**src/rtl/Counter_pkg.sv**
```systemverilog
// Counter_pkg: shared types for the countdown counter (control bundle and FSM states).
package Counter_pkg;
  typedef struct packed {
    logic Clock;
    logic Reset;
  } Data_Control_Control_T;
  typedef enum logic [1:0] {
    IDLE,
    RUN,
    EXPIRED
  } state_e;
endpackage

```
**src/rtl/counter_countdown.sv**
```systemverilog
// counter_countdown: reloadable one-shot/periodic down counter with terminal-count pulse.
module counter_countdown
  import Counter_pkg::*;
#(
  parameter int MAX = 12,
  parameter int W   = $clog2(MAX + 1)
) (
  input  Data_Control_Control_T ctrl,
  input  logic [W-1:0]          d,
  input  logic                  load,
  input  logic                  start,
  input  logic                  stop,
  input  logic                  enable,
  input  logic                  periodic,
  output logic [W-1:0]          q,
  output logic                  busy,
  output logic                  done
);
  localparam logic [W-1:0] MAX_W = W'(MAX);
  logic         clk;
  logic         rst_n;
  state_e       state_q, state_d;
  logic [W-1:0] q_q, q_d;
  logic [W-1:0] r_q, r_d;
  logic         done_q, done_d;
  logic [W-1:0] r_fwd;
  assign clk   = ctrl.Clock;
  assign rst_n = ctrl.Reset;
  always_ff @(posedge clk or negedge rst_n) begin
    if (!rst_n) begin
      state_q <= IDLE;
      q_q     <= '0;
      r_q     <= '0;
      done_q  <= 1'b0;
    end else begin
      state_q <= state_d;
      q_q     <= q_d;
      r_q     <= r_d;
      done_q  <= done_d;
    end
  end
  // A load on the same edge as a start or reload wins over the stored value.
  always_comb begin
    r_fwd   = load ? (d > MAX_W ? MAX_W : d) : r_q;
    r_d     = r_fwd;
    state_d = state_q;
    q_d     = q_q;
    done_d  = 1'b0;
    if (stop) begin
      state_d = IDLE;
      q_d     = '0;
    end else if (state_q != RUN) begin
      if (start) begin
        q_d     = r_fwd;
        state_d = RUN;
      end
    end else if (enable) begin
      if (q_q > W'(1)) begin
        q_d = q_q - W'(1);
      end else begin
        done_d  = 1'b1;
        q_d     = periodic ? r_fwd : '0;
        state_d = periodic ? RUN : EXPIRED;
      end
    end
  end
  assign q    = q_q;
  assign done = done_q;
  assign busy = (state_q == RUN);
endmodule

```
**config.mk**
```make
export PLATFORM = sky130hd
export DESIGN_NAME = counter_countdown
export DESIGN_NICKNAME = d
export VERILOG_FILES = /design/src/rtl/Counter_pkg.sv /design/src/rtl/counter_countdown.sv
export SDC_FILE = /design/constraint.sdc
export NUM_CORES = 1
export LEC_CHECK = 0
export CELL_PAD_IN_SITES_DETAIL_PLACEMENT = 0
export CELL_PAD_IN_SITES_GLOBAL_PLACEMENT = 1
export CORE_MARGIN = 3
export CORE_UTILIZATION = 35
export CTS_CLUSTER_DIAMETER = 50
export DETAILED_ROUTE_END_ITERATION = 12
export GPL_TIMING_DRIVEN = 0
export PLACE_DENSITY_LB_ADDON = 0.1
export SLEW_MARGIN = 40
export SYNTH_ARGS = -nofsm -noshare
export SYNTH_HDL_FRONTEND = slang
export SYNTH_SLANG_ARGS = --single-unit
```
**constraint.sdc**
```tcl
create_clock -name ctrl -period 1.8 [get_ports ctrl]
set_clock_uncertainty 0.1 [all_clocks]
set_input_delay 0.54 -clock ctrl [delete_from_list [all_inputs] [get_ports ctrl]]
set_output_delay 0.54 -clock ctrl [all_outputs]
set_load 0.005 [all_outputs]
```
==> results.md <==
Clock network:
- The clock transition at the registers of the reported paths is 0.07 ns.
- The clock network latency to the later pin of the worst-skew pair is 0.27 ns.
- TritonCTS built the clock tree.
- The hold-fix buffer count after cts is 0.

STA:
- The top achievable clock speed is 574 MHz.
- Dividing the final minimum period by the clock period gives 0.967.
- Setup slack on the critical path of the routed design comes to 0.0592 ns.
- Setup violations remaining at the end of the flow were counted as 0.
- The worst-case headroom to the max-slew limit is 0.696.
- The number of hold-slack violations in the final timing report was 11.
- Counting I/O delays and the setup requirement, the final critical path takes 1.74 ns.
- Setup repair after global routing left no endpoint under its margin.
- The transition at the pin with the smallest max-transition slack is 0.443 ns.
- The final-layout worst hold slack is -0.423 ns.
- The final-report max-slew violation count is 0.

Layout:
- The finished cells cover 912 um2.
- The combined flip-flop and latch cell area is 278 um2.
- The final-layout fill cell count is 169.
- At the end of the flow the core is filled with cells to 0.566.
- The multi-input combinational cells in the finished layout cover a total of 350 um2.
- In the layout the commonest cells are dfrtp_1, clkdlybuf4s50_1, nor2_1, clkbuf_4.
- For this run, the post-layout net count is 99.
- From synthesis to final layout, the design area changed by 41.6%.
- The layout cell share with drive strength beyond 1 is 0.314.
- The count of inserted antenna diode cells is 0.

Die:
- 17 I/O pins were placed.
- The floorplan has 14 rows.
- The die extent in x is 48.9 um.
- The die covers 2390 um2.
- The core outline area is 1610 um2.
- The die height is 48.9 um.
- For this configuration, the core starts out at a cell density of 0.400.

Worst setup path:
- The nature of the critical path startpoint is an input pin.
- At the worst endpoint, the arrival time is 1.83 ns.
- Along the worst path, the maximum fanout reaches 5.
- The endpoint class of the critical path is a flip-flop.
- The required time reported for the critical path endpoint is 1.89 ns.
- The type of the worst setup path is input pin to flip-flop.

Synthesis:
- Counting flops and latches in the post-synthesis netlist gives 11.
- The sequential share of the synthesized area is 0.427.
- The number of enable-type register cells in the synthesized netlist is 0.
- The average instance area after synthesis is 10.7 um2.
- The unique cell type count in the Yosys netlist is 30.
- The number of instances in the synthesized netlist is 60.
- The number of nets in the synthesized netlist is 73.
- The count of synthesis-stage warnings from yosys is 0.
- The cell area after technology mapping is 644 um2.
- The share of flip-flops with an asynchronous set or reset is 1.00.
- Among all flip-flop cells after synthesis, the most frequent one is dfrtp_1.

Outcome:
- The checks that failed: negative hold slack.
- The run finished, with violations left.

Global route:
- The number of antenna violations at the first check in global routing was 0.
- The global-route congestion overflow total is 0.
- Entering global routing, the biggest net connects 9 pins.
- The number of global-route vias before repair is 588.
- The total track usage is 0.151.
- The first-pass GRT wire length is 2.51 mm.

Detailed routing:
- The count of nets left with antenna violations once routing finished came out at 0.
- Across all layers, the routed design uses 568 vias.
- The post-detailed-route wirelength per cell is 13.4 um.
- Dividing the detail-routed via count by the number of cells gives 5.16.
- Summed over all layers, the routed wires come to 1.47 mm.
- The detailed-routing iteration count for the pre-antenna-repair pass is 4.
- The first routing iteration left 17 violations.
- After detailed routing, the number of remaining DRC violations is 0.

Place:
- The half-perimeter wire length of the detailed placement result is 1.00 mm.
- The final weighted congestion in routability-driven placement is 0.704.
- The count of port buffers added during placement is 15.
- The minimum setup slack after placement is -0.515 ns.
- The area after detailed placement is 825 um2.

Power:
- Power spread over the standard cell area amounts to 923 nW/um2.
- The combinational group share of total power is 0.254.
- Across the VDD grid, the largest voltage drop is 0.000633 V.
- In this run the power spent charging and discharging nets is 0.000308 W.
- Of the total power, registers draw 0.321.
- The switching share of power is 0.365.
- The cell-internal power is 0.000534 W.
- The analysis attributes to cell leakage a power of 0.433 nW.
- Of the total power, the clock network draws 0.425.

Hold path:
- The worst hold path class is clock port to asynchronous set/reset pin.

Flow run:
- The max-capacitance violation count is 0.
cell families after synthesis:
logic type	share of synthesized area
flops	0.427
compound gates	0.210
simple gates	0.198
mux	0.0796
fa+ha+maj	0.0388
buf+inv	0.0466
cell usage after synthesis (2+ instances only):
| master | count | area, um2 |
|---|---|---|
| o21ai_0 | 2 | 10.0 |
| a31oi_1 | 2 | 12.5 |
| a2111oi_2 | 2 | 30.0 |
| inv_1 | 4 | 15.0 |
| mux2_4 | 2 | 30.0 |
| nor3_1 | 2 | 10.0 |
| dfrtp_1 | 11 | 275 |
| nand3_1 | 2 | 10.0 |
| and2b_1 | 2 | 15.0 |
| ha_1 | 2 | 25.0 |
| nand2_1 | 4 | 15.0 |
| a31o_2 | 2 | 17.5 |
| nor2_1 | 6 | 22.5 |
area by class of cell:
class	instances	area share
well taps	24	0.0329
multi-input cells	43	0.384
inverters	5	0.0233
clock inverters	1	0.00412
repair buffers	18	0.185
clock buffers	7	0.0535
flip-flops and latches	11	0.305
plain buffers	1	0.0123
what timing repair did:
action                     CTS  global route
pin swaps                    1             1
resized for setup            9             6
setup buffers                2             1
setup endpoints to repair    6             6
per-layer routing:
layer	part of all wire	global-route usage
met4	0.020	0.137
met3	0.11	0.150
met1	0.41	0.145
met2	0.45	0.179
met5	0	0
per-stage QoR:
stage	setup TNS (ns)	power (W)	instances
finish	0	0.000842	110
global route	0	0.000926	110
CTS	0	0.000858	109
detailed placement	-1.11	0.000476	99
global placement	-1.10	0.000476	99
floorplan	0	0.000400	60
power groups by stage:
stage / Combinational, W / Clock, W / Sequential (W)
finish: 0.000214 / 0.000358 / 0.000271
global route: 0.000236 / 0.000416 / 0.000273
CTS: 0.000207 / 0.000382 / 0.000270
detailed placement: 0.000195 / 0 / 0.000281
global placement: 0.000195 / 0 / 0.000281
floorplan: 0.000121 / 0 / 0.000279
state kept, by name, indices dropped and copies added, names as in the netlist:
name,cells
r_q,4
done,1
state_q,2
q,4
critical path, stage by stage:
cell	delay, ns
clkdlybuf4s50_1	0.56
mux2i_1	0.19
or3_1	0.38
a31oi_1	0.15
path summary, 6_finish.rpt:
kind,slack [ns],from,cells past startpoint,endpoint
min in group ctrl,0.40,r_q[2]$_DFF_PN0_,1,r_q[2]$_DFF_PN0_
max,0.06,enable,4,q[0]$_DFFE_PN0P_
max reg2reg,0.15,q[0]$_DFFE_PN0P_,6,q[0]$_DFFE_PN0P_
min reg2reg,0.40,r_q[2]$_DFF_PN0_,1,r_q[2]$_DFF_PN0_
max in group asynchronous,1.89,ctrl[0],2,q[0]$_DFFE_PN0P_
min,-0.42,ctrl[0],2,q[2]$_DFFE_PN0P_
No activity file was read; power rests on OpenSTA's default activity.
